File: src/rtl/cpu_trace_emitter_if.sv
`default_nettype none
// =============================================================================
// cpu_trace_emitter_if: record-in / character-out bus of the trace emitter.
// Rev 1.0
// =============================================================================
interface cpu_trace_emitter_if;
   logic        in_valid;
   logic        in_ready;
   logic        kind;
   // "time" is a reserved word, so the cycle stamp is carried as time_stamp
   logic [13:0] time_stamp;
   logic [31:0] pc;
   logic [4:0]  grf;
   logic [31:0] addr;
   logic [31:0] data;
   logic [7:0]  char;
   logic        char_valid;

   modport master (
      output in_valid, kind, time_stamp, pc, grf, addr, data,
      input  in_ready, char, char_valid
   );

   modport slave (
      input  in_valid, kind, time_stamp, pc, grf, addr, data,
      output in_ready, char, char_valid
   );
endinterface
`default_nettype wire

File: src/rtl/cpu_trace_emitter.sv
`default_nettype none
// =============================================================================
// cpu_trace_emitter: serializes register/memory write records as ASCII lines.
// Optional macro TRACE_ZERO_STRIP_EN drops leading zeros of TIME.  Rev 1.0
// =============================================================================
module cpu_trace_emitter #(
   parameter int HEX_UPPER = 0
) (
   input  logic               clk,
   input  logic               reset,
   cpu_trace_emitter_if.slave bus
);
   typedef enum logic [1:0] {
      IDLE = 2'd0,
      CONV = 2'd1,
      EMIT = 2'd2
   } state_t;

   localparam logic [3:0]  C_CONV_LAST = 4'd13;
   localparam logic [13:0] C_TIME_MAX  = 14'd9999;

   state_t      r_state;
   logic        r_kind;
   logic [31:0] r_pc;
   logic [31:0] r_addr;
   logic [31:0] r_data;
   logic [13:0] r_tbin;
   logic [13:0] r_gbin;
   logic [15:0] r_tbcd;
   logic [7:0]  r_gbcd;
   logic [3:0]  r_cnt;
   logic [5:0]  r_idx;
   logic [7:0]  r_char;
   logic        r_char_valid;

   logic [2:0]  w_tn;
   logic [1:0]  w_tdig;
   logic [5:0]  w_last;
   logic [5:0]  w_next_idx;
   logic [5:0]  w_j;
   logic [5:0]  w_k;
   logic [7:0]  w_char;
   logic [15:0] w_tbcd_adj;
   logic [7:0]  w_gbcd_adj;

   function automatic logic [7:0] dec_char(input logic [3:0] n);
      return 8'h30 + {4'h0, n};
   endfunction

   function automatic logic [7:0] hex_char(input logic [3:0] n);
      if (n < 4'd10)
         return 8'h30 + {4'h0, n};
      else if (HEX_UPPER != 0)
         return 8'h37 + {4'h0, n};
      else
         return 8'h57 + {4'h0, n};
   endfunction

   function automatic logic [3:0] nib(input logic [31:0] word, input logic [2:0] pos);
      return word[{pos, 2'b00} +: 4];
   endfunction

   // Double-dabble correction applied before every shift of the BCD registers
   always_comb begin
      w_tbcd_adj = r_tbcd;
      for (int i = 0; i < 4; i++) begin
         if (r_tbcd[4*i +: 4] > 4'd4)
            w_tbcd_adj[4*i +: 4] = r_tbcd[4*i +: 4] + 4'd3;
      end
      w_gbcd_adj = r_gbcd;
      for (int i = 0; i < 2; i++) begin
         if (r_gbcd[4*i +: 4] > 4'd4)
            w_gbcd_adj[4*i +: 4] = r_gbcd[4*i +: 4] + 4'd3;
      end
   end

`ifdef TRACE_ZERO_STRIP_EN
   assign w_tn = (r_tbcd[15:12] != 4'd0) ? 3'd4 :
                 (r_tbcd[11:8]  != 4'd0) ? 3'd3 :
                 (r_tbcd[7:4]   != 4'd0) ? 3'd2 : 3'd1;
`else
   assign w_tn = 3'd4;
`endif

   // Positions after TIME are counted from '@' (w_j) and from the ' ' before
   // "<=" (w_k), so both record kinds share one character map.
   assign w_next_idx = r_idx + 6'd1;
   assign w_last     = {3'b000, w_tn} + (r_kind ? 6'd33 : 6'd27);
   assign w_j        = r_idx - {3'b000, w_tn};
   assign w_k        = w_j - (r_kind ? 6'd20 : 6'd14);
   assign w_tdig     = 2'(w_tn - w_next_idx[2:0]);

   always_comb begin
      w_char = 8'h00;
      if (w_next_idx <= {3'b000, w_tn})
         w_char = dec_char(r_tbcd[{w_tdig, 2'b00} +: 4]);
      else if (w_j == 6'd0)
         w_char = "@";
      else if (w_j <= 6'd8)
         w_char = hex_char(nib(r_pc, 3'(6'd8 - w_j)));
      else if (w_j == 6'd9)
         w_char = ":";
      else if (w_j == 6'd10)
         w_char = " ";
      else if (w_j == 6'd11)
         w_char = r_kind ? "*" : "$";
      else if (!r_kind && (w_j == 6'd12))
         w_char = dec_char(r_gbcd[7:4]);
      else if (!r_kind && (w_j == 6'd13))
         w_char = dec_char(r_gbcd[3:0]);
      else if (r_kind && (w_j <= 6'd19))
         w_char = hex_char(nib(r_addr, 3'(6'd19 - w_j)));
      else begin
         case (w_k)
            6'd0:    w_char = " ";
            6'd1:    w_char = "<";
            6'd2:    w_char = "=";
            6'd3:    w_char = " ";
            6'd12:   w_char = "#";
            default: w_char = hex_char(nib(r_data, 3'(6'd11 - w_k)));
         endcase
      end
   end

   always_ff @(posedge clk or posedge reset) begin
      if (reset) begin
         r_state      <= IDLE;
         r_kind       <= 1'b0;
         r_pc         <= 32'h0;
         r_addr       <= 32'h0;
         r_data       <= 32'h0;
         r_tbin       <= 14'h0;
         r_gbin       <= 14'h0;
         r_tbcd       <= 16'h0;
         r_gbcd       <= 8'h0;
         r_cnt        <= 4'h0;
         r_idx        <= 6'h0;
         r_char       <= 8'h00;
         r_char_valid <= 1'b0;
      end else begin
         case (r_state)
            IDLE: begin
               if (bus.in_valid) begin
                  r_kind  <= bus.kind;
                  r_pc    <= bus.pc;
                  r_addr  <= bus.addr;
                  r_data  <= bus.data;
                  r_tbin  <= (bus.time_stamp > C_TIME_MAX) ? C_TIME_MAX : bus.time_stamp;
                  // grf rides in the low bits so it finishes on the same 14 shifts
                  r_gbin  <= {9'd0, bus.grf};
                  r_tbcd  <= 16'h0;
                  r_gbcd  <= 8'h0;
                  r_cnt   <= 4'h0;
                  r_state <= CONV;
               end
            end
            CONV: begin
               r_tbcd <= {w_tbcd_adj[14:0], r_tbin[13]};
               r_tbin <= {r_tbin[12:0], 1'b0};
               r_gbcd <= {w_gbcd_adj[6:0], r_gbin[13]};
               r_gbin <= {r_gbin[12:0], 1'b0};
               r_cnt  <= r_cnt + 4'd1;
               if (r_cnt == C_CONV_LAST) begin
                  r_state      <= EMIT;
                  r_idx        <= 6'd0;
                  r_char       <= "^";
                  r_char_valid <= 1'b1;
               end
            end
            EMIT: begin
               if (r_idx == w_last) begin
                  r_state      <= IDLE;
                  r_char       <= 8'h00;
                  r_char_valid <= 1'b0;
               end else begin
                  r_idx  <= w_next_idx;
                  r_char <= w_char;
               end
            end
            default: begin
               r_state      <= IDLE;
               r_char       <= 8'h00;
               r_char_valid <= 1'b0;
            end
         endcase
      end
   end

   assign bus.in_ready   = (r_state == IDLE);
   assign bus.char       = r_char;
   assign bus.char_valid = r_char_valid;

endmodule
`default_nettype wire

File: src/flat_wrapper.sv
// flat-port wrapper written by rule: the top's interface ports become plain ports
module cpu_trace_emitter_flat 
#(
   parameter int HEX_UPPER = 0
)
  (clk, reset, bus_in_valid, bus_kind, bus_time_stamp, bus_pc, bus_grf, bus_addr, bus_data, bus_in_ready, bus_char, bus_char_valid);
  cpu_trace_emitter_if bus_i ();
  input  logic clk;
  input  logic reset;
  input wire logic [$bits(bus_i.in_valid)-1:0] bus_in_valid;
  input wire logic [$bits(bus_i.kind)-1:0] bus_kind;
  input wire logic [$bits(bus_i.time_stamp)-1:0] bus_time_stamp;
  input wire logic [$bits(bus_i.pc)-1:0] bus_pc;
  input wire logic [$bits(bus_i.grf)-1:0] bus_grf;
  input wire logic [$bits(bus_i.addr)-1:0] bus_addr;
  input wire logic [$bits(bus_i.data)-1:0] bus_data;
  output wire logic [$bits(bus_i.in_ready)-1:0] bus_in_ready;
  output wire logic [$bits(bus_i.char)-1:0] bus_char;
  output wire logic [$bits(bus_i.char_valid)-1:0] bus_char_valid;
  assign bus_i.in_valid = bus_in_valid;
  assign bus_i.kind = bus_kind;
  assign bus_i.time_stamp = bus_time_stamp;
  assign bus_i.pc = bus_pc;
  assign bus_i.grf = bus_grf;
  assign bus_i.addr = bus_addr;
  assign bus_i.data = bus_data;
  assign bus_in_ready = bus_i.in_ready;
  assign bus_char = bus_i.char;
  assign bus_char_valid = bus_i.char_valid;
  cpu_trace_emitter #(.HEX_UPPER(HEX_UPPER)) u_core (.clk(clk), .reset(reset), .bus(bus_i));
endmodule
File: config.mk
export PLATFORM = sky130hd
export DESIGN_NAME = cpu_trace_emitter_flat
export DESIGN_NICKNAME = d
export VERILOG_FILES = /design/src/rtl/cpu_trace_emitter_if.sv /design/src/rtl/cpu_trace_emitter.sv /design/src/flat_wrapper.sv
export SDC_FILE = /design/constraint.sdc
export NUM_CORES = 1
export LEC_CHECK = 0
export BUFFER_PORTS_ARGS = -buffer_cell sky130_fd_sc_hd__buf_2
export CAP_MARGIN = 20
export CELL_PAD_IN_SITES_DETAIL_PLACEMENT = 1
export CELL_PAD_IN_SITES_GLOBAL_PLACEMENT = 2
export CORE_MARGIN = 2
export CORE_UTILIZATION = 38
export CTS_CLUSTER_SIZE = 12
export DETAILED_ROUTE_END_ITERATION = 16
export PLACE_DENSITY = 0.79
export SLEW_MARGIN = 0
export SYNTH_ARGS = -nofsm -noshare
export SYNTH_HDL_FRONTEND = slang
export SYNTH_SLANG_ARGS = --single-unit
File: constraint.sdc
create_clock -name clk -period 7.6 [get_ports clk]
set_input_delay 1.52 -clock clk [delete_from_list [all_inputs] [get_ports clk]]
set_output_delay 1.52 -clock clk [all_outputs]
set_load 0.03 [all_outputs]
## After elaboration in Yosys (flattened, before gate mapping)

Cells that the tools add are included.

| storage, ports and cells | value |
|---|---|
| flip-flop bits (word level) | 170 |
| input bits | 119 |
| output and inout bits | 10 |
| logic and storage cells | 134 |

| cells by class | value |
|---|---|
| add/subtract/negate cells | 24 |
| magnitude comparators | 13 |
| equal/unequal tests | 17 |
| shift-type cells | 4 |
| mux-type cells | 46 |
| bitwise logic cells | 1 |
| reductions and logical operators | 16 |

Operator list:

| operator | count |
|---|---|
| $mux W8 | 15 |
| $shiftx A32 B6 Y4 | 3 |
| $pmux W14 S2 | 2 |
| $add A6 B4 Y7 const A | 6 |
| $mux W14 | 3 |
| $eq A6 B4 Y1 const B | 6 |
| $pmux W16 S2 | 1 |
| $pmux W8 S4 | 1 |
| $add A7 B4 Y8 const A | 3 |
| $gt A4 B3 Y1 const B | 6 |
| $mux W4 | 6 |
| $pmux W8 S3 | 1 |
| $mux W6 | 3 |
| $add A4 B2 Y4 const B | 4 |
| $mux W16 | 1 |
| $pmux W8 S2 | 1 |
| $shiftx A16 B5 Y4 | 1 |
| $gt A14 B14 Y1 const B | 1 |
| $eq A6 B2 Y1 const B | 2 |
| $logic_not A6 Y1 | 2 |
| $lt A4 B4 Y1 const B | 3 |
| $pmux W6 S2 | 1 |
| $reduce_and A3 Y1 | 3 |
| $pmux W4 S2 | 1 |
| other kinds (32) | 45 |

## Logic depth before layout (Yosys ltp)

| logic depth | value |
|---|---|
| depth after elaboration | 18 |
| depth in mapped cells | 14 |
| depth with buffers taken out | 12 |

## Least setup slack after synthesis

Ideal clock, no wire load.

| timing path | value |
|---|---|
| kind | register -> register |
| start point | register u_core.r_idx[2] |
| end point | register u_core.r_char[6], in the netlist u_core.bus.char[6] |
| library setup time | 0.129 ns |
| arrival | 3.080 ns |
| data required time | 7.471 ns |
| path slack | 4.391 ns |
| stages on the path, launching flop included | 15 |
| buffers on the path | 2 |
| clock period less this slack | 3.209 ns |
| cells stage by stage | dfrtp_1 buf_6 buf_4 inv_1 ha_1 xnor2_1 inv_1 ha_1 inv_1 or4b_1 o221a_4 a22o_4 a22o_1 a21oi_1 a31oi_1 |

| between the ends | value |
|---|---|
| cells in the longest elaborated chain, start to end | 18 |
| elaborated cells between the ends (all ways) | 52 |
| classes of those cells | 12 x add/sub; 6 x order compare; 10 x eq/ne; 3 x shift; 15 x mux; 6 x reduce/logical |

RTL lines:

| what | RTL line | source |
|---|---|---|
| start: declaration | cpu_trace_emitter.sv:32 | `logic [5:0] r_idx;` |
| start signal: assignment | cpu_trace_emitter.sv:176 | `r_idx <= w_next_idx;` |
| $sub A6 B3 Y6 | cpu_trace_emitter.sv:89 | `assign w_j = r_idx - {3'b000, w_tn};` |
| $sub A6 B5 Y6 | cpu_trace_emitter.sv:90 | `assign w_k = w_j - (r_kind ? 6'd20 : 6'd14);` |
| $sub A2 B3 Y3 | cpu_trace_emitter.sv:120 | `default: w_char = hex_char(nib(r_data, 3'(6'd11 - w_k)));` |
| $shiftx A32 B6 Y4 | cpu_trace_emitter.sv:60 | `return word[{pos, 2'b00} +: 4];` |
| $add A7 B4 Y8, or another cell as far along | cpu_trace_emitter.sv:56 | `return 8'h57 + {4'h0, n};` |
| $mux W8 | cpu_trace_emitter.sv:51 | `if (n < 4'd10)` |
| $pmux W8 S4 | cpu_trace_emitter.sv:114 | `case (w_k)` |
| $mux W8 | cpu_trace_emitter.sv:111 | `else if (r_kind && (w_j <= 6'd19))` |
| [2 not listed] | n/a |  |
| $mux W8 | cpu_trace_emitter.sv:105 | `else if (w_j == 6'd11)` |
| $mux W8 | cpu_trace_emitter.sv:103 | `else if (w_j == 6'd10)` |
| $mux W8 | cpu_trace_emitter.sv:101 | `else if (w_j == 6'd9)` |
| $mux W8 | cpu_trace_emitter.sv:99 | `else if (w_j <= 6'd8)` |
| $mux W8 | cpu_trace_emitter.sv:97 | `else if (w_j == 6'd0)` |
| $mux W8 | cpu_trace_emitter.sv:95 | `if (w_next_idx <= {3'b000, w_tn})` |
| $mux W8 * | cpu_trace_emitter.sv:171 | `if (r_idx == w_last) begin` |
| $pmux W8 S3 * | cpu_trace_emitter.sv:141 | `case (r_state)` |
| end signal: assignment | cpu_trace_emitter.sv:166 | `r_char <= "^";` |
| end signal: assignment | cpu_trace_emitter.sv:177 | `r_char <= w_char;` |
| end: declaration | cpu_trace_emitter.sv:33 | `logic [7:0] r_char;` |

Every way passes the cells marked *; elsewhere a longest branch is shown, timed or not.
A chain may end at the register's enable or synchronous reset.

## Final worst setup path

| timing path | value |
|---|---|
| start point | register u_core.r_idx[2] |
| end point | register u_core.r_char[1], in the netlist u_core.bus.char[1] |

Same word-level chain as after synthesis.

==> out/metrics.csv <==
stage;metric;value;unit
layout;area_growth;16.76;%
global_route;grt_pass1_vias;6933;
clocking;cts_hold_buf;0;
place;placedCellCount;1191;
clocking;clock_latency;440;ps
layout;final_common_cell;dfrtp_1;
synthesis;synth_nets;928;
synthesis;synth_area_per_cell;11.52;sq um
pwr;leakagePower;4.601;nW
synthesis;synth_edf_count;0;
worst_setup_path;path_class;reg2reg;
worst_setup_path;path_cells;inv_1 > ha_1 > xnor2_1 > inv_1 > ha_1 > inv_1 > or4b_1 > o221a_4 > a22o_4 > a221oi_2 > a21oi_1 > o21ai_1;
place;numPortBuffers;127;
drt;detail-route-antenna-nets;0;
layout;nets;1036;
synthesis;ys.flop_type;dfrtp_1;
worst_setup_path;crit_buf_inv;3;
timing;finalCritPeriodShare;0.5010;
synthesis;synth-seq-area-share;0.4690;
drt;routedWlPerCell;19.19;um
synthesis;yosysTopAreaCell;dfrtp_1;
synthesis;syn_inst;783;
synthesis;async_reset_ff_frac;1.000;
layout;final_cell_mix;168 x dfrtp_1, 127 x buf_2, 101 x mux2_2;
worst_setup_path;cp-end-kind;flip-flop;
drt;viasPerCell;5.419;
drt;drt_iter0_markers;332;
timing;setup_viol;0;
global_route;antenna_found_initial;0;
clocking;numCtsBuffers;17;
worst_setup_path;startpoint_type;flip-flop;
timing;fmax;262.6;MHz
worst_setup_path;critPathSlowestCell;dfrtp_1;
floorplan;initial_core_util;0.3853;
timing;grt_setup_unrepaired;false;
clocking;clk_pin_slew;80;ps
global_route;grt_util_all_layers;0.1980;
synthesis;synth.area.top_cells;dfrtp_1 47%, mux2_2 13%, mux4_2 6.7%, ha_1 3.6%, o21ai_0 3.1%;
timing;slew_headroom;0.3593;
timing;period_needed;3807;ps
worst_setup_path;timing.rr.end;u_core.bus.char[1];
clocking;cts_tree;yes;
place;dp_hpwl;16620;um
pwr;power.density;380.4;mW/mm^2
clocking;cts_resized;0;
synthesis;synth-seq-cells;169;
clocking;cts_setup_buffers;0;
place;gp_congestion;0.8297;
layout;drive_gt1_frac;0.3429;
floorplan;die_h;158.0;um
status;outcome;completed;
timing;drv_slew;0;
clocking;cts_root_buffer;clkbuf_16;
layout;fin_cells;1223;
worst_setup_path;crit_required;7960;ps
worst_hold_path;hold_path.class;reg2reg;
worst_setup_path;slowest_delay;830;ps
worst_setup_path;r2r_cells;12;
worst_setup_path;crit_top_cell;inv_1;
drt;vias;6627;
synthesis;synth.distinct_cells;68;
floorplan;row_count;56;
clocking;htreeDepth;4;
global_route;grt_pass1_wl;38240;um
timing;tns;0;ps
drt;drt_wl_total;23470;um
timing;worst_pin_slew;961.1;ps
worst_setup_path;crit_start;u_core.r_idx[2];
worst_setup_path;crit_cells;12;
floorplan;ios;129;
worst_setup_path;r2r_slack;3790;ps
clocking;cts_buffer_depth;2;
synthesis;syn_area;0.009017;sq mm
worst_setup_path;path_delay_family;compound AO/OA/AOI/OAI gates;
worst_setup_path;cp.arrival;4170;ps
worst_setup_path;cp_max_fo;19;
drt;remaining_drc_errors;0;
worst_setup_path;rr_startpoint;u_core.r_idx[2];
clocking;clock-sinks;169;
timing;final_hold_viol_count;0;
pwr;peakVddDrop;0.0001469;V
global_route;grt_max_degree;101;
timing;finClkSkew;21.06;ps
worst_setup_path;endpoint;u_core.bus.char[1];
drt;dr.pass1.iters;5;
synthesis;yosysTopAreaCellShare;0.4690;
flow_run;max_cap_violations;0;
global_route;gr-total-overflow;0;
floorplan;dieArea;0.02498;sq mm
layout;num_antenna_cells;0;
synthesis;yosysWarnings;0;
floorplan;die_w;158.0;um
floorplan;core_area;0.02340;sq mm
## worst min path at each step
stage | from | end | cells past startpoint
5_1_grt | u_core.r_tbin[7] | u_core.r_tbin[7] | 2
3_3_place_gp | u_core.r_tbin[7] | u_core.r_tbin[7] | 2
4_1_cts | u_core.r_tbin[7] | u_core.r_tbin[7] | 2
6_report | u_core.r_gbin[3] | u_core.r_gbin[3] | 2
3_5_place_dp | u_core.r_tbin[7] | u_core.r_tbin[7] | 2
2_1_floorplan | u_core.r_tbin[1] | u_core.r_tbin[1] | 2
## worst min-delay path, stage by stage (launching register included)
cell and delay, ps:
dfrtp_1 340, nand2_1 40, o21ai_0 60
## cell type report
class | count | area, sq um
inverter | 35 | 136.4
timing repair buffer | 133 | 680.7
sequential | 169 | 4230
multi-input combinational | 535 | 4468
tap | 319 | 399.1
clock inverter | 15 | 188.9
fill | 2575 | 12870
clock buffer | 17 | 425.4
## state kept, by name, summed over array words and instances (netlist names)
signal                 cells
u_core.r_addr             32
u_core.r_data             32
u_core.r_pc               32
u_core.r_tbcd             16
u_core.r_gbin             14
u_core.r_tbin             14
u_core.r_gbcd              8
u_core.bus.char            7
u_core.r_idx               6
u_core.r_cnt               4
u_core.r_state             2
u_core.bus.char_valid      1
u_core.r_kind              1
## metal layers
| metal | vias up | track usage | part of all wire | wire length [um] |
|---|---|---|---|---|
| met2 | 95 | 0.3161 | 0.49 | 11560 |
| met5 | - | 0 | 0 | 0 |
| met1 | 3398 | 0.2809 | 0.47 | 10970 |
| met4 | 0 | 0.05706 | 0.010 | 242 |
| li1 | 3120 | - | - | - |
| met3 | 14 | 0.02956 | 0.029 | 691 |
## where the power goes
part	internal, mW	switching, mW	total [mW]
clock	0.525	0.401	0.926
combinational	0.758	0.804	1.56
sequential	1.28	0.238	1.52
## Yosys cell counts, types with 5 or more instances
library cell,count
a32o_1,6
xnor2_1,9
nor2_1,28
mux4_2,27
o22ai_1,15
xor2_1,6
nor3b_1,7
ha_1,26
mux2_2,101
a31oi_1,5
o211ai_1,6
o31ai_1,12
clkbuf_1,29
nand2_1,52
nand4_1,5
buf_1,5
inv_1,34
nor3_1,14
and2_1,7
or3_1,7
a21oi_1,40
o21ai_0,56
a221oi_1,5
nand3_1,14
a22o_1,13
mux2i_1,16
dfrtp_1,169
## cell families after synthesis
family	share of synthesized area
muxes	0.2158
xor gates and xnor gates	0.01457
DFF	0.4690
adders and majority gates	0.03608
other	0.0004159
AOI/OAI and AO/OA	0.1365
buffers and inverters	0.03677
and+or+nand+nor	0.09088
## stage by stage
step	power (mW)	cell area, sq um	util	worst slack, ps	hold WS [ps]
after global routing	4.299	10530	0.4499	3463	516.4
after detailed placement	3.104	9915	0.4237	3802	469.4
final	4.005	10530	0.4499	3793	480.0
after CTS	4.061	10530	0.4499	3794	486.1
after floorplan	2.683	9017	-	1505	444.6
after global placement	3.045	9915	0.4237	3902	459.8
Note: power is estimated with default switching activity, not from simulation.
